--- src/rtl/pe_array_sequencer_if.sv ---
// Command, status and control bundle between the host-side control block,
// the PE array and the pass sequencer.
//   master : host/array side (drives command, abort/err_clr and array status)
//   slave  : sequencer side (drives array controls and host status)
interface pe_array_sequencer_if #(
  parameter int NUM_ROW = 7
);
  // Host command and control
  logic               cmd_valid;
  logic               cmd_ready;
  logic [7:0]         cmd_kernel_size;
  logic [15:0]        cmd_run_len;
  logic               cmd_psum_en;
  logic               cmd_skip_fltr;
  logic               abort;
  logic               err_clr;
  // Array status
  logic               ram_rst_busy;
  logic               tag_busy;
  logic               kernel_busy;
  logic               ram_load_busy;
  logic               full;
  // Array controls
  logic               load_ifmap;
  logic               load_fltr;
  logic               load_psum;
  logic               flush_tag;
  logic               flush_kernel;
  logic [7:0]         kernel_size;
  logic [NUM_ROW-1:0] start;
  // Host status
  logic               busy;
  logic               done;
  logic               err;
  logic [2:0]         err_code;
  logic [3:0]         state;

  modport master (
    output cmd_valid, cmd_kernel_size, cmd_run_len, cmd_psum_en, cmd_skip_fltr,
           abort, err_clr, ram_rst_busy, tag_busy, kernel_busy, ram_load_busy, full,
    input  cmd_ready, load_ifmap, load_fltr, load_psum, flush_tag, flush_kernel,
           kernel_size, start, busy, done, err, err_code, state
  );

  modport slave (
    input  cmd_valid, cmd_kernel_size, cmd_run_len, cmd_psum_en, cmd_skip_fltr,
           abort, err_clr, ram_rst_busy, tag_busy, kernel_busy, ram_load_busy, full,
    output cmd_ready, load_ifmap, load_fltr, load_psum, flush_tag, flush_kernel,
           kernel_size, start, busy, done, err, err_code, state
  );
endinterface

--- src/rtl/pe_array_sequencer.sv ---
// Sequences one convolution pass on the PE array: RAM reset wait, y-tag flush,
// kernel flush, filter/ifmap/psum loads, row start, drain, done.
// Ports:
//   clk  - controller clock (array clock domain)
//   rstn - asynchronous active-low reset
//   bus  - slave side of pe_array_sequencer_if (command, status, controls)
// All outputs are registered; phase commands are one-cycle pulses on entry.
module pe_array_sequencer #(
  parameter int NUM_ROW      = 7,
  parameter int NUM_COL      = 7,
  parameter int TIMEOUT      = 4096,
  parameter int DRAIN_CYCLES = NUM_ROW + NUM_COL
) (
  input logic                 clk,
  input logic                 rstn,
  pe_array_sequencer_if.slave bus
);
  localparam int CW     = $clog2(TIMEOUT + DRAIN_CYCLES + 1);
  // Pulse cycle plus two settle cycles before busy is trusted.
  localparam int SETTLE = 3;

  typedef enum logic [3:0] {
    S_IDLE  = 4'd0, S_RSTW = 4'd1, S_TAG = 4'd2, S_KERN = 4'd3,
    S_LDF   = 4'd4, S_LDI  = 4'd5, S_LDP = 4'd6, S_RUN  = 4'd7,
    S_DRAIN = 4'd8, S_DONE = 4'd9, S_ERR = 4'd10
  } state_e;

  state_e             state_q, state_d, phase_nxt_s;
  logic [CW-1:0]      cnt_q, cnt_d;
  logic [15:0]        run_cnt_q, run_cnt_d, run_len_q, run_len_d;
  logic [7:0]         ksize_q, ksize_d;
  logic               psum_q, psum_d, skip_q, skip_d;
  logic               err_q, err_d;
  logic [2:0]         code_q, code_d;
  logic               wait_busy_s, use_settle_s, phase_ok_s;
  logic               new_err_s, accept_s;
  logic [2:0]         new_code_s;
  logic [NUM_ROW-1:0] mask_s;
  logic               flush_tag_q, flush_tag_d, flush_kernel_q, flush_kernel_d;
  logic               load_fltr_q, load_fltr_d, load_ifmap_q, load_ifmap_d;
  logic               load_psum_q, load_psum_d;
  logic [NUM_ROW-1:0] start_q, start_d;
  logic               done_q, done_d, cmd_ready_q, cmd_ready_d, busy_q, busy_d;

  // Next-state selection, error detection and command acceptance.
  always_comb begin
    state_d      = state_q;
    phase_nxt_s  = S_IDLE;
    wait_busy_s  = 1'b0;
    use_settle_s = 1'b1;
    phase_ok_s   = 1'b0;
    new_err_s    = 1'b0;
    new_code_s   = 3'd0;
    accept_s     = 1'b0;
    // Which busy gates each wait phase and where it leads.
    case (state_q)
      S_RSTW:  begin wait_busy_s = bus.ram_rst_busy;  use_settle_s = 1'b0; phase_nxt_s = S_TAG; end
      S_TAG:   begin wait_busy_s = bus.tag_busy;      phase_nxt_s = S_KERN; end
      S_KERN:  begin wait_busy_s = bus.kernel_busy;   phase_nxt_s = skip_q ? S_LDI : S_LDF; end
      S_LDF:   begin wait_busy_s = bus.ram_load_busy; phase_nxt_s = S_LDI; end
      S_LDI:   begin wait_busy_s = bus.ram_load_busy; phase_nxt_s = psum_q ? S_LDP : S_RUN; end
      S_LDP:   begin wait_busy_s = bus.ram_load_busy; phase_nxt_s = S_RUN; end
      default: begin wait_busy_s = 1'b0;              phase_nxt_s = S_IDLE; end
    endcase
    phase_ok_s = !wait_busy_s && (!use_settle_s || (cnt_q >= CW'(SETTLE)));

    case (state_q)
      S_IDLE: begin
        if (bus.cmd_valid && !bus.abort) begin
          if ((bus.cmd_kernel_size == 8'd0) || (bus.cmd_kernel_size > 8'(NUM_ROW))) begin
            new_err_s  = 1'b1;
            new_code_s = 3'd1;
          end else begin
            accept_s = 1'b1;
            state_d  = S_RSTW;
          end
        end else begin
          state_d = S_IDLE;
        end
      end
      S_RSTW, S_TAG, S_KERN, S_LDF, S_LDI, S_LDP: begin
        if (phase_ok_s) begin
          // A zero-length run has nothing to start; go straight to drain.
          if ((phase_nxt_s == S_RUN) && (run_len_q == 16'd0)) state_d = S_DRAIN;
          else                                                 state_d = phase_nxt_s;
        end else if (cnt_q == CW'(TIMEOUT - 1)) begin
          state_d    = S_ERR;
          new_err_s  = 1'b1;
          new_code_s = 3'd2;
        end else begin
          state_d = state_q;
        end
      end
      S_RUN: begin
        // Leave once the cycle currently driving start is the last counted one.
        if ((|start_q) && ((run_cnt_q + 16'd1) == run_len_q)) state_d = S_DRAIN;
        else                                                   state_d = S_RUN;
      end
      S_DRAIN: begin
        if (cnt_q == CW'(DRAIN_CYCLES - 1)) state_d = S_DONE;
        else                                state_d = S_DRAIN;
      end
      S_DONE:  state_d = S_IDLE;
      S_ERR: begin
        if (bus.err_clr) state_d = S_IDLE;
        else             state_d = S_ERR;
      end
      default: state_d = S_IDLE;
    endcase

    if (bus.abort && (state_q != S_IDLE)) begin
      state_d    = S_IDLE;
      new_err_s  = 1'b1;
      new_code_s = 3'd3;
      accept_s   = 1'b0;
    end else begin
      new_err_s = new_err_s;
    end
  end

  // Phase/run counters, captured command fields and sticky error.
  always_comb begin
    cnt_d     = cnt_q;
    run_cnt_d = run_cnt_q;
    if (state_d != state_q) begin
      cnt_d = {CW{1'b0}};
    end else if ((state_q == S_IDLE) || (state_q == S_ERR) || (state_q == S_RUN) || (state_q == S_DONE)) begin
      cnt_d = cnt_q;
    end else begin
      cnt_d = cnt_q + CW'(1);
    end
    if (accept_s)                          run_cnt_d = 16'd0;
    else if ((state_q == S_RUN) && |start_q) run_cnt_d = run_cnt_q + 16'd1;
    else                                   run_cnt_d = run_cnt_q;

    ksize_d   = accept_s ? bus.cmd_kernel_size : ksize_q;
    run_len_d = accept_s ? bus.cmd_run_len     : run_len_q;
    psum_d    = accept_s ? bus.cmd_psum_en     : psum_q;
    skip_d    = accept_s ? bus.cmd_skip_fltr   : skip_q;

    // A fresh error takes precedence over a clear in the same cycle.
    if (new_err_s) begin
      err_d  = 1'b1;
      code_d = new_code_s;
    end else if (bus.err_clr) begin
      err_d  = 1'b0;
      code_d = 3'd0;
    end else begin
      err_d  = err_q;
      code_d = code_q;
    end
  end

  // Next values of the registered array controls and host status.
  always_comb begin
    for (int i = 0; i < NUM_ROW; i++) begin
      mask_s[i] = (ksize_q > 8'(i));
    end
    flush_tag_d    = (state_d == S_TAG)  && (state_q != S_TAG);
    flush_kernel_d = (state_d == S_KERN) && (state_q != S_KERN);
    load_fltr_d    = (state_d == S_LDF)  && (state_q != S_LDF);
    load_ifmap_d   = (state_d == S_LDI)  && (state_q != S_LDI);
    load_psum_d    = (state_d == S_LDP)  && (state_q != S_LDP);
    // Array back-pressure blanks the row starts without consuming run length.
    if ((state_d == S_RUN) && !bus.full) start_d = mask_s;
    else                                 start_d = {NUM_ROW{1'b0}};
    done_d      = (state_d == S_DONE);
    cmd_ready_d = (state_d == S_IDLE);
    busy_d      = (state_d != S_IDLE);
  end

  // State, counters and captured command fields.
  always_ff @(posedge clk or negedge rstn) begin
    if (!rstn) begin
      state_q   <= S_IDLE;
      cnt_q     <= {CW{1'b0}};
      run_cnt_q <= 16'd0;
      run_len_q <= 16'd0;
      ksize_q   <= 8'd0;
      psum_q    <= 1'b0;
      skip_q    <= 1'b0;
      err_q     <= 1'b0;
      code_q    <= 3'd0;
    end else begin
      state_q   <= state_d;
      cnt_q     <= cnt_d;
      run_cnt_q <= run_cnt_d;
      run_len_q <= run_len_d;
      ksize_q   <= ksize_d;
      psum_q    <= psum_d;
      skip_q    <= skip_d;
      err_q     <= err_d;
      code_q    <= code_d;
    end
  end

  // Registered array controls and host status.
  always_ff @(posedge clk or negedge rstn) begin
    if (!rstn) begin
      flush_tag_q    <= 1'b0;
      flush_kernel_q <= 1'b0;
      load_fltr_q    <= 1'b0;
      load_ifmap_q   <= 1'b0;
      load_psum_q    <= 1'b0;
      start_q        <= {NUM_ROW{1'b0}};
      done_q         <= 1'b0;
      cmd_ready_q    <= 1'b1;
      busy_q         <= 1'b0;
    end else begin
      flush_tag_q    <= flush_tag_d;
      flush_kernel_q <= flush_kernel_d;
      load_fltr_q    <= load_fltr_d;
      load_ifmap_q   <= load_ifmap_d;
      load_psum_q    <= load_psum_d;
      start_q        <= start_d;
      done_q         <= done_d;
      cmd_ready_q    <= cmd_ready_d;
      busy_q         <= busy_d;
    end
  end

  assign bus.flush_tag    = flush_tag_q;
  assign bus.flush_kernel = flush_kernel_q;
  assign bus.load_fltr    = load_fltr_q;
  assign bus.load_ifmap   = load_ifmap_q;
  assign bus.load_psum    = load_psum_q;
  assign bus.start        = start_q;
  assign bus.done         = done_q;
  assign bus.cmd_ready    = cmd_ready_q;
  assign bus.busy         = busy_q;
  assign bus.kernel_size  = ksize_q;
  assign bus.err          = err_q;
  assign bus.err_code     = code_q;
  assign bus.state        = state_q;
endmodule

--- src/flat_wrapper.sv ---
// flat-port wrapper written by rule: the top's interface ports become plain ports
module pe_array_sequencer_flat 
#(
  parameter int NUM_ROW      = 7,
  parameter int NUM_COL      = 7,
  parameter int TIMEOUT      = 4096,
  parameter int DRAIN_CYCLES = NUM_ROW + NUM_COL
)
  (clk, rstn, bus_cmd_valid, bus_cmd_kernel_size, bus_cmd_run_len, bus_cmd_psum_en, bus_cmd_skip_fltr, bus_abort, bus_err_clr, bus_ram_rst_busy, bus_tag_busy, bus_kernel_busy, bus_ram_load_busy, bus_full, bus_cmd_ready, bus_load_ifmap, bus_load_fltr, bus_load_psum, bus_flush_tag, bus_flush_kernel, bus_kernel_size, bus_start, bus_busy, bus_done, bus_err, bus_err_code, bus_state);
  pe_array_sequencer_if #(.NUM_ROW(NUM_ROW)) bus_i ();
  input logic clk;
  input logic rstn;
  input wire logic [$bits(bus_i.cmd_valid)-1:0] bus_cmd_valid;
  input wire logic [$bits(bus_i.cmd_kernel_size)-1:0] bus_cmd_kernel_size;
  input wire logic [$bits(bus_i.cmd_run_len)-1:0] bus_cmd_run_len;
  input wire logic [$bits(bus_i.cmd_psum_en)-1:0] bus_cmd_psum_en;
  input wire logic [$bits(bus_i.cmd_skip_fltr)-1:0] bus_cmd_skip_fltr;
  input wire logic [$bits(bus_i.abort)-1:0] bus_abort;
  input wire logic [$bits(bus_i.err_clr)-1:0] bus_err_clr;
  input wire logic [$bits(bus_i.ram_rst_busy)-1:0] bus_ram_rst_busy;
  input wire logic [$bits(bus_i.tag_busy)-1:0] bus_tag_busy;
  input wire logic [$bits(bus_i.kernel_busy)-1:0] bus_kernel_busy;
  input wire logic [$bits(bus_i.ram_load_busy)-1:0] bus_ram_load_busy;
  input wire logic [$bits(bus_i.full)-1:0] bus_full;
  output wire logic [$bits(bus_i.cmd_ready)-1:0] bus_cmd_ready;
  output wire logic [$bits(bus_i.load_ifmap)-1:0] bus_load_ifmap;
  output wire logic [$bits(bus_i.load_fltr)-1:0] bus_load_fltr;
  output wire logic [$bits(bus_i.load_psum)-1:0] bus_load_psum;
  output wire logic [$bits(bus_i.flush_tag)-1:0] bus_flush_tag;
  output wire logic [$bits(bus_i.flush_kernel)-1:0] bus_flush_kernel;
  output wire logic [$bits(bus_i.kernel_size)-1:0] bus_kernel_size;
  output wire logic [$bits(bus_i.start)-1:0] bus_start;
  output wire logic [$bits(bus_i.busy)-1:0] bus_busy;
  output wire logic [$bits(bus_i.done)-1:0] bus_done;
  output wire logic [$bits(bus_i.err)-1:0] bus_err;
  output wire logic [$bits(bus_i.err_code)-1:0] bus_err_code;
  output wire logic [$bits(bus_i.state)-1:0] bus_state;
  assign bus_i.cmd_valid = bus_cmd_valid;
  assign bus_i.cmd_kernel_size = bus_cmd_kernel_size;
  assign bus_i.cmd_run_len = bus_cmd_run_len;
  assign bus_i.cmd_psum_en = bus_cmd_psum_en;
  assign bus_i.cmd_skip_fltr = bus_cmd_skip_fltr;
  assign bus_i.abort = bus_abort;
  assign bus_i.err_clr = bus_err_clr;
  assign bus_i.ram_rst_busy = bus_ram_rst_busy;
  assign bus_i.tag_busy = bus_tag_busy;
  assign bus_i.kernel_busy = bus_kernel_busy;
  assign bus_i.ram_load_busy = bus_ram_load_busy;
  assign bus_i.full = bus_full;
  assign bus_cmd_ready = bus_i.cmd_ready;
  assign bus_load_ifmap = bus_i.load_ifmap;
  assign bus_load_fltr = bus_i.load_fltr;
  assign bus_load_psum = bus_i.load_psum;
  assign bus_flush_tag = bus_i.flush_tag;
  assign bus_flush_kernel = bus_i.flush_kernel;
  assign bus_kernel_size = bus_i.kernel_size;
  assign bus_start = bus_i.start;
  assign bus_busy = bus_i.busy;
  assign bus_done = bus_i.done;
  assign bus_err = bus_i.err;
  assign bus_err_code = bus_i.err_code;
  assign bus_state = bus_i.state;
  pe_array_sequencer #(.NUM_ROW(NUM_ROW), .NUM_COL(NUM_COL), .TIMEOUT(TIMEOUT), .DRAIN_CYCLES(DRAIN_CYCLES)) u_core (.clk(clk), .rstn(rstn), .bus(bus_i));
endmodule
--- config.mk ---
export PLATFORM = sky130hd
export DESIGN_NAME = pe_array_sequencer_flat
export DESIGN_NICKNAME = d
export VERILOG_FILES = /design/src/rtl/pe_array_sequencer_if.sv /design/src/rtl/pe_array_sequencer.sv /design/src/flat_wrapper.sv
export SDC_FILE = /design/constraint.sdc
export NUM_CORES = 1
export LEC_CHECK = 0
export BUFFER_PORTS_ARGS = -buffer_cell sky130_fd_sc_hd__buf_4
export CORE_ASPECT_RATIO = 0.7
export CORE_MARGIN = 2
export CORE_UTILIZATION = 52
export CTS_BUF_LIST = sky130_fd_sc_hd__clkbuf_16
export DETAILED_ROUTE_END_ITERATION = 8
export GPL_TIMING_DRIVEN = 1
export PLACE_DENSITY = 0.76
export SLEW_MARGIN = 5
export SYNTH_ARGS = -nofsm -noshare
export SYNTH_HDL_FRONTEND = slang
export SYNTH_SLANG_ARGS = --single-unit
--- constraint.sdc ---
create_clock -name clk -period 2.6 [get_ports clk]
set_input_delay 0.39 -clock clk [delete_from_list [all_inputs] [get_ports clk]]
set_output_delay 0.39 -clock clk [all_outputs]
set_load 0.02 [all_outputs]
[Word-level counts from Yosys, hierarchy flattened]
Index checks and enable logic that the tools add are counted.
Cells by class
  muxes and demuxes: 39
  $lt $le $gt $ge: 9
  equal/unequal tests: 28
  reductions and logical operators: 31
  add/sub/neg operators: 2
Operators with widths (number)
  == test 4 x 3 -> 1 bit, second input constant: 9
  > comparator 8 x 3 -> 1 bit, second input constant: 4
  2-to-1 mux 16 bit: 2
  2-to-1 mux 4 bit: 8
  2-to-1 mux 13 bit: 2
  one-hot mux 4 bit (6 select lines): 1
  one-hot mux 4 bit (5 select lines): 1
  adder 16 x 1 -> 16 bit, second input constant: 1
  == test 16 bit: 1
  == test 4 x 2 -> 1 bit, second input constant: 4
  == test 4 bit, second input constant: 4
  > comparator 8 x 1 -> 1 bit, second input constant: 2
  > comparator 8 x 2 -> 1 bit, second input constant: 2
  zero test 16 bit: 1
  2-to-1 mux 1 bit: 15
  2-to-1 mux 3 bit: 5
  adder 13 x 1 -> 13 bit, second input constant: 1
  == test 13 x 12 -> 1 bit, second input constant: 1
  == test 13 x 4 -> 1 bit, second input constant: 1
  >= comparator 13 x 2 -> 1 bit, second input constant: 1
  logical AND 1 bit: 12
  inequality test 4 x 3 -> 1 bit, second input constant: 3
  zero test 4 bit: 2
  zero test 8 bit: 1
  other kinds (16): 25
Word-level totals
  logic and storage cells: 127
  input port bits: 36
  flip-flop bits (word level): 78
  output and inout bits: 31

[Logic depth before layout (Yosys ltp)]
Gate-level depths: netlist of run 1.
  depth in word-level cells: 11
  gate-level depth with buffers: 10
  mapped depth without buffers: 9

[Least setup slack after synthesis of run 1]
No wires, ideal clock.
  path kind: register -> register
  from: reg u_core.state_q[1], in the netlist u_core.bus.state[1]
  to: reg u_core.start_q[5], in the netlist u_core.bus.start[5]
  period minus slack after synthesis: 2.806 ns
  arrival time: 2.685 ns
  path buffers: 0
  data required time: 2.478 ns
  setup time: 0.122 ns
  cell stages (with the launch flop): 8
  slack: -0.206 ns
  cell sequence: dfrtp_1 -> mux2_1 -> and3_4 -> a41o_4 -> or4b_4 -> o311a_2 -> o32a_4 -> a2111oi_1
On the way
  longest elaborated chain between the ends: 11
  elaborated cells between the ends (all ways): 31
  classes of those cells: eq/ne: 11; mux: 10; reduce/logical: 10
Ends and longest elaborated chain
  start: declaration: RTL line pe_array_sequencer.sv:28  | state_e state_q, state_d, phase_nxt_s;
  start signal: assignment: RTL line pe_array_sequencer.sv:185  | state_q <= state_d;
  == test 4 x 3 -> 1 bit, or another cell as far along: RTL line pe_array_sequencer.sv:56, pe_array_sequencer.sv:67
  one-hot mux 4 bit (6 select lines) / OR reduction 3 bit (equally long branches)
  == test 4 x 3 -> 1 bit / one-hot mux 1 bit (4 select lines) (equally long branches): RTL line pe_array_sequencer.sv:84, pe_array_sequencer.sv:56
  logical AND 1 bit / zero test 1 bit (equally long branches): RTL line pe_array_sequencer.sv:84, pe_array_sequencer.sv:65
  2-to-1 mux 4 bit / logical AND 1 bit (equally long branches): RTL line pe_array_sequencer.sv:84, pe_array_sequencer.sv:65
  2-to-1 mux 4 bit: RTL line pe_array_sequencer.sv:82  | if (phase_ok_s) begin
  one-hot mux 4 bit (5 select lines): RTL line pe_array_sequencer.sv:67  | case (state_q)
  2-to-1 mux 4 bit (*): RTL line pe_array_sequencer.sv:111  | if (bus.abort && (state_q != S_IDLE)) begin
  == test 4 x 3 -> 1 bit (*): RTL line pe_array_sequencer.sv:165  | if ((state_d == S_RUN) && !bus.full) start_d = mask_s;
  logical AND 1 bit (*): RTL line pe_array_sequencer.sv:165
  2-to-1 mux 7 bit (*): RTL line pe_array_sequencer.sv:165
  named net u_core.start_d[5]: RTL line pe_array_sequencer.sv:42  | logic [NUM_ROW-1:0] start_q, start_d;
  end signal: assignment: RTL line pe_array_sequencer.sv:205  | start_q <= {NUM_ROW{1'b0}};
  end signal: assignment: RTL line pe_array_sequencer.sv:215  | start_q <= start_d;
  end: declaration: RTL line pe_array_sequencer.sv:42
The timed path passes the listed nets; every way through them passes the cells marked *.
A chain may end at the register's enable or synchronous reset.

[Worst setup path after layout of run 1]
  from: reg u_core.cnt_q[11]
  to: reg u_core.cnt_q[10]
On the way
  longest elaborated chain between the ends: 8
  elaborated cells between the ends (all ways): 13
  classes of those cells: order compare: 1; eq/ne: 4; mux: 6; reduce/logical: 2
Ends and longest elaborated chain
  start: declaration: RTL line pe_array_sequencer.sv:29  | logic [CW-1:0] cnt_q, cnt_d;
  start signal: assignment: RTL line pe_array_sequencer.sv:176  | cnt_q <= {CW{1'b0}};
  start signal: assignment: RTL line pe_array_sequencer.sv:186  | cnt_q <= cnt_d;
  >= comparator 13 x 2 -> 1 bit: RTL line pe_array_sequencer.sv:65  | phase_ok_s = !wait_busy_s && (!use_settle_s || (cnt_q >= CW'(SETTLE)));
  logical OR 1 bit: RTL line pe_array_sequencer.sv:65
  logical AND 1 bit: RTL line pe_array_sequencer.sv:65
  2-to-1 mux 4 bit: RTL line pe_array_sequencer.sv:82
  one-hot mux 4 bit (5 select lines) (*): RTL line pe_array_sequencer.sv:67
  2-to-1 mux 4 bit (*): RTL line pe_array_sequencer.sv:111
  inequality test 4 bit (*): RTL line pe_array_sequencer.sv:125  | if (state_d != state_q) begin
  inequality test 2 x 1 -> 1 bit (no line) / 2-to-1 mux 13 bit (equally long branches)
Every way passes the cells marked *; elsewhere a longest branch is shown, timed or not.

==> results of run 1 <==
-- cell usage in the layout, fill, tap and decap left out, types with 3 or more instances in the layout --
cell,n
clkinv_2,3
nand3_1,25
o21ai_0,19
o211ai_1,4
o31ai_1,3
or4_4,4
o32ai_4,5
nand3_2,10
xnor2_1,16
o32ai_2,9
and2_1,8
or4_1,5
a2111oi_4,3
a21oi_1,14
buf_4,176
a31oi_4,3
clkbuf_16,10
nor2_1,35
and3_1,3
nand3b_1,5
dfrtp_1,74
xor2_1,25
nand4_1,9
nor3_1,21
nor4_4,4
or3_1,9
nand2b_1,6
nand2_1,108
buf_12,5
buf_6,13
a31o_2,3
nor4_1,10
inv_1,12
-- per-stage QoR --
stage                       util  std cells  setup WS, ns  hold WS [ns]  setup TNS [ns]
final                     0.8105        867      -0.09048       0.04284          -1.076
after global routing      0.8105        867       -0.1936       0.08994          -2.822
after CTS                 0.7453        851      -0.06827       0.06298         -0.8052
after detailed placement  0.6898        830       -0.2138        0.4265          -1.613
after global placement    0.6898        830       -0.1629        0.4093          -2.365
after floorplan                -        560      -0.07979       0.09441         -0.2393
-- where the power goes --
group          internal, mW  switching (mW)  leakage (nW)  total, mW
combinational          1.14            1.36          2.07       2.50
sequential             1.39           0.187         0.992       1.58
clock                 0.639           0.514         0.129       1.15
total                  3.17            2.06          3.19       5.23
-- layer usage --
| metal | share of wire | wire, um | vias up |
|---|---|---|---|
| met1 | 0.43 | 7571 | 2596 |
| met3 | 0.11 | 1983 | 58 |
| li1 | - | - | 2386 |
| met5 | 0 | 0 | - |
| met4 | 0.024 | 427 | 0 |
| met2 | 0.43 | 7624 | 334 |
-- area by class of cell --
class	count	area [um^2]
inverters	12	45.04
well taps	124	155.1
clock buffers	9	225.2
flip-flops and latches	77	1931
fillers	584	1705
repair buffers	197	1623
multi-input cells	441	3272
clock inverters	7	42.54
-- worst max-delay path, delay by kind of cell (launching register included) --
family                 cells  cell delay [ns]
AOI/OAI and AO/OA          4             0.79
and+or+nand+nor            3             1.02
buffers and inverters      3             0.40
DFF                        1             0.38
-- sequential cells by signal, summed over array words and instances (netlist names), 2 cells and up --
| name | flops |
|---|---|
| u_core.run_cnt_q | 16 |
| u_core.run_len_q | 16 |
| u_core.cnt_q | 13 |
| u_core.bus.kernel_size | 8 |
| u_core.bus.start | 7 |
| u_core.bus.state | 4 |
| u_core.bus.err_code | 2 |
-- Yosys cell counts (9+ instances only) --
cell type / n / area, um^2
a21oi_1: 14 / 70.07
o32ai_1: 14 / 122.6
nor3_1: 21 / 105.1
nand3_1: 37 / 185.2
o21ai_0: 23 / 115.1
nor4_1: 15 / 93.84
nand2_1: 110 / 412.9
nand4_1: 9 / 56.30
nor2_1: 38 / 142.6
inv_1: 12 / 45.04
xnor2_1: 16 / 140.1
xor2_1: 25 / 219.0
or3_1: 9 / 56.30
dfrtp_1: 76 / 1902
clkbuf_1: 19 / 71.32
-- final timing paths --
kind / start / endpoint / slack, ns / cells after the start
hold / removal: rstn / u_core.run_len_q[6] / 0.04 / 1
setup reg to reg: u_core.cnt_q[11] / u_core.cnt_q[10] / -0.09 / 10
hold reg to reg: u_core.psum_q / u_core.psum_q / 0.49 / 2
min in group clk: bus_cmd_run_len[10] / u_core.run_len_q[10] / 0.24 / 3
max in group asynchronous: rstn / u_core.bus.kernel_size[1] / 1.96 / 2
setup / recovery: u_core.cnt_q[11] / u_core.cnt_q[10] / -0.09 / 10
-- repair_timing --
item	in CTS	in global routing
hold endpoints to repair	0	0
endpoints found under the setup margin	25	30
setup buffers	4	14
pin swaps	17	38
cloned	1	3
gates resized for setup	33	80
-- kinds of logic after synthesis --
| group | share of synthesized area |
|---|---|
| XOR/XNOR | 0.07535 |
| other | 0.0007869 |
| flip-flops | 0.4046 |
| AND/OR/NAND/NOR | 0.3017 |
| AO/OA/AOI/OAI | 0.1620 |
| buffers and inverters | 0.03676 |
| multiplexers | 0.01103 |
| adder cells (fa/ha/maj) | 0.007877 |
==> flow_metrics.py, run 1 <==
metrics = {
    "clocking": {
        "clkLatencyLatePin_ns": 0.34,
        "cts_tree": "yes",
        "htree_levels": 3,
        "cts-hold-fix-buffers": 0,
        "root_buffer": "clkbuf_16",
        "numCtsBuffers": 9,
        "clockBufferDepth": 2,
        "clock-sinks": 77,
        "clk_pin_slew_ns": 0.06,
    },
    "yosys": {
        "synth_enable_flop_cells": 0,
        "synth_seq_cells": 77,
        "synth_cell_types": 72,
        "yosys_warnings": 0,
        "avgSynthCellArea_um2": 8.510,
        "syn-cell-area_mm2": 0.004766,
        "syn_nets": 599,
        "synthCells": 560,
        "ys_seq_area_frac": 0.4046,
        "synth_top_flop_cell": "dfrtp_1",
        "async_reset_ff_frac": 1.000,
    },
    "timing": {
        "drv_slew": 0,
        "slew_headroom": 0.4573,
        "worst_clock_skew_ns": 0.007477,
        "hold_viol": 0,
        "rsz0062_at_grt": "yes",
        "clock.fmax_mhz": 371.7,
        "period_needed_ns": 2.690,
        "setup_viol": 20,
        "fin_crit_sh": 1.035,
        "tightest_slew_ns": 0.8078,
        "fin_ws_ns": -0.09048,
    },
    "drt": {
        "routed_wirelength_mm": 17.61,
        "ant_nets": 0,
        "drt-pass1-iter-count": 5,
        "avgViaCountPerCell": 6.198,
        "first_iter_violations": 767,
        "num_vias": 5374,
        "post_drt_wl_per_cell_um": 20.31,
        "drcViolationCount": 0,
    },
    "run_status": {
        "violations": "setup timing",
        "outcome": "complete, but fails checks",
    },
    "setup_path": {
        "cp_cell_sequence": "or4_4, nor4_4, a41o_4, buf_6, buf_6, o21ai_4, a31oi_4, nand3_4, buf_12, o32ai_2",
        "critPathMostFrequentCell": "buf_6",
        "cp_max_fo": 7,
        "cp_slowest_stage_delay_ns": 0.55,
        "required_ns": 2.84,
        "start_kind": "flop",
        "critPathKind": "flop to flop",
        "end_kind": "flop",
        "slowest_stage": "or4_4",
        "arrival_ns": 2.93,
    },
    "power": {
        "p_leak_nw": 3.194,
        "ir_drop_mv": 0.4266,
        "power.total_mw": 5.226,
        "p_per_area_mw_per_mm2": 716.6,
    },
    "floorplanning": {
        "die_w_um": 118.4,
        "core_mm2": 0.008999,
        "start_util": 0.5296,
        "dieArea_mm2": 0.009959,
        "fp-row-count": 29,
        "io_pins": 67,
        "die_h_um": 84.10,
    },
    "layout": {
        "insertedDiodeCount": 0,
        "area_growth_pct": 53.03,
        "finalNetCount": 777,
        "fin_area_mm2": 0.007293,
        "drive_above_1_share": 0.3997,
    },
    "global_routing": {
        "antenna_found_initial": 0,
        "grtUsageMet2": 0.4877,
        "grt_pass1_wl_mm": 25.66,
        "grtUsageTotal": 0.3302,
        "grt_use_met1": 0.4936,
        "overflow": 0,
        "grt_max_degree": 43,
        "use_met3": 0.08265,
        "first_global_vias": 4894,
        "grt.busiest_layer": "met1",
    },
    "run": {
        "drv_cap": 0,
    },
    "worst_hold_path": {
        "hold_path_class": "primary input to async pin",
    },
    "placement": {
        "numPortBuffers": 65,
        "dpl_cell_area_mm2": 0.006207,
        "place_congestion": 0.9321,
        "dp_hpwl_mm": 11.44,
    },
}
Note: power is estimated with default switching activity, not from simulation.
==> inputs of run 2 (changes only) <==
--- a/config.mk
+++ b/config.mk
@@ -13,6 +13,7 @@
 export DETAILED_ROUTE_END_ITERATION = 8
 export GPL_TIMING_DRIVEN = 1
 export PLACE_DENSITY = 0.76
+export SKIP_LAST_GASP = 1
 export SLEW_MARGIN = 5
 export SYNTH_ARGS = -nofsm -noshare
 export SYNTH_HDL_FRONTEND = slang
==> flow_metrics.py, run 2 (synthesis gave the netlist of run 1 again) <==
metrics = {
    "floorplanning": {
        "io_pins": 67,
        "die_h_um": 84.10,
        "dieArea_mm2": 0.009959,
        "core_mm2": 0.008999,
        "fp-row-count": 29,
        "start_util": 0.5296,
        "die_w_um": 118.4,
    },
    "power": {
        "power_frac_clock": 0.222,
        "power.switching_mw": 2.039,
        "p_int_mw": 3.159,
        "pwr-share-seq": 0.303,
        "p_per_area_mw_per_mm2": 714.3,
        "swShare": 0.3922,
        "p_leak_nw": 3.190,
        "ir_drop_mv": 0.4738,
        "combinationalPowerShare": 0.475,
    },
    "setup_path": {
        "cp_cell_sequence": "buf_4, buf_4, and3b_1, o21ai_0, nand3b_1, buf_4, nor4_1, xor2_1, nand2_1, o32ai_4",
        "cp_slowest_stage_delay_ns": 0.46,
        "start_kind": "flop",
        "arrival_ns": 3.02,
        "end_kind": "flop",
        "critPathMostFrequentCell": "buf_4",
        "slowest_stage": "nor4_1",
        "required_ns": 2.85,
        "cp_max_fo": 6,
        "r2r-start": "u_core.bus.state[2]",
        "critPathKind": "flop to flop",
        "crit_path_start": "u_core.bus.state[2]",
    },
    "run_status": {
        "outcome": "complete, but fails checks",
        "violations": "setup timing",
    },
    "placement": {
        "numPortBuffers": 65,
        "dp_cells": 830,
        "dpl_worst_slack_ns": -0.2138,
        "dpl_cell_area_mm2": 0.006207,
        "place_congestion": 0.9321,
        "dp_hpwl_mm": 11.44,
    },
    "drt": {
        "post_drt_wl_per_cell_um": 20.33,
        "num_vias": 5387,
        "first_iter_violations": 659,
        "ant_nets": 0,
        "avgViaCountPerCell": 6.206,
        "drt-pass1-iter-count": 5,
        "routed_wirelength_mm": 17.65,
        "drcViolationCount": 0,
    },
    "clocking": {
        "clock-sinks": 77,
        "htree_levels": 3,
        "numCtsBuffers": 9,
        "clkLatencyLatePin_ns": 0.34,
        "root_buffer": "clkbuf_16",
        "clockBufferDepth": 2,
        "clk_pin_slew_ns": 0.06,
        "cts-hold-fix-buffers": 0,
        "cts_tree": "yes",
    },
    "timing": {
        "clock.fmax_mhz": 360.1,
        "tightest_slew_ns": 0.7114,
        "slew_headroom": 0.5182,
        "rsz0062_at_grt": "yes",
        "worst_clock_skew_ns": 0.007620,
        "fin_tns_setup_ns": -1.010,
        "drv_slew": 0,
        "hold_viol": 0,
        "setup_viol": 18,
        "period_needed_ns": 2.777,
        "fin_crit_sh": 1.068,
        "fin_ws_ns": -0.1767,
    },
    "global_routing": {
        "antenna_found_initial": 0,
        "grtUsageTotal": 0.3302,
        "first_global_vias": 4894,
        "grt_max_degree": 43,
        "grt_pass1_wl_mm": 25.66,
        "overflow": 0,
    },
    "layout": {
        "reg_top3": "u_core.run_cnt_q: 16 flops, u_core.run_len_q: 16 flops, u_core.cnt_q: 13 flops",
        "insertedDiodeCount": 0,
        "stdcell_count": 868,
        "fin_util": 0.8087,
        "mostFrequentLayoutCells": "buf_4 (176), nand2_1 (108), dfrtp_1 (74)",
        "area_growth_pct": 52.69,
        "final_common_cell": "buf_4",
        "finalNetCount": 778,
        "fin_area_mm2": 0.007277,
        "drive_above_1_share": 0.3992,
    },
    "run": {
        "drv_cap": 0,
    },
    "worst_hold_path": {
        "hold_path_class": "primary input to async pin",
    },
}
run 2: routing by layer:
layer	vias up	track usage	wire length (um)
met3	58	0.08265	1907
met1	2629	0.4936	7567
met2	318	0.4877	7708
met5	-	0	0
met4	0	0.06277	465
li1	2382	-	-
run 2: cell type report:
type | count | area [um^2]
clock buffer | 9 | 225.2
clock inverter | 7 | 42.54
fill | 590 | 1722
inverter | 12 | 45.04
multi-input combinational | 441 | 3248
sequential | 77 | 1931
tap | 124 | 155.1
timing repair buffer | 198 | 1630
run 2: stage by stage:
stage / hold WS, ns / power, mW
2_1_floorplan: 0.09441 / 2.653
3_3_place_gp: 0.4093 / 3.472
3_5_place_dp: 0.4265 / 3.538
4_1_cts: 0.06298 / 4.793
5_1_grt: 0.08133 / 5.444
6_report: 0.03867 / 5.198
run 2: worst max-delay path, delay by kind of cell (launching register included):
kind,cells,cell delay (ns)
flip-flops,1,0.45
AO/OA/AOI/OAI,2,0.50
buffers and inverters,3,0.52
AND/OR/NAND/NOR,4,0.90
XOR/XNOR,1,0.30
run 2: repair_timing:
item / CTS / global route
pin swaps: 17 / 37
gates resized for setup: 32 / 78
gates cloned: 1 / 3
endpoints found under the setup margin: 25 / 30
buffers inserted: 4 / 15
run 2: power by group through the flow:
stage	logic (mW)	registers [mW]	clock network [mW]
6_report	2.47	1.57	1.16
5_1_grt	2.64	1.59	1.21
4_1_cts	2.07	1.56	1.16
3_5_place_dp	1.96	1.58	0
3_3_place_gp	1.90	1.57	0
2_1_floorplan	1.05	1.60	0
run 2: path summary, 6_finish.rpt:
path                                              to  slack (ns)  cells past startpoint
min reg2reg                            u_core.psum_q        0.49                      2
min in group clk                u_core.run_len_q[10]        0.24                      3
min                              u_core.run_len_q[6]        0.04                      1
max                                 u_core.cnt_q[11]       -0.18                     10
max in group asynchronous  u_core.bus.kernel_size[0]        1.96                      2
max reg2reg                         u_core.cnt_q[11]       -0.18                     10
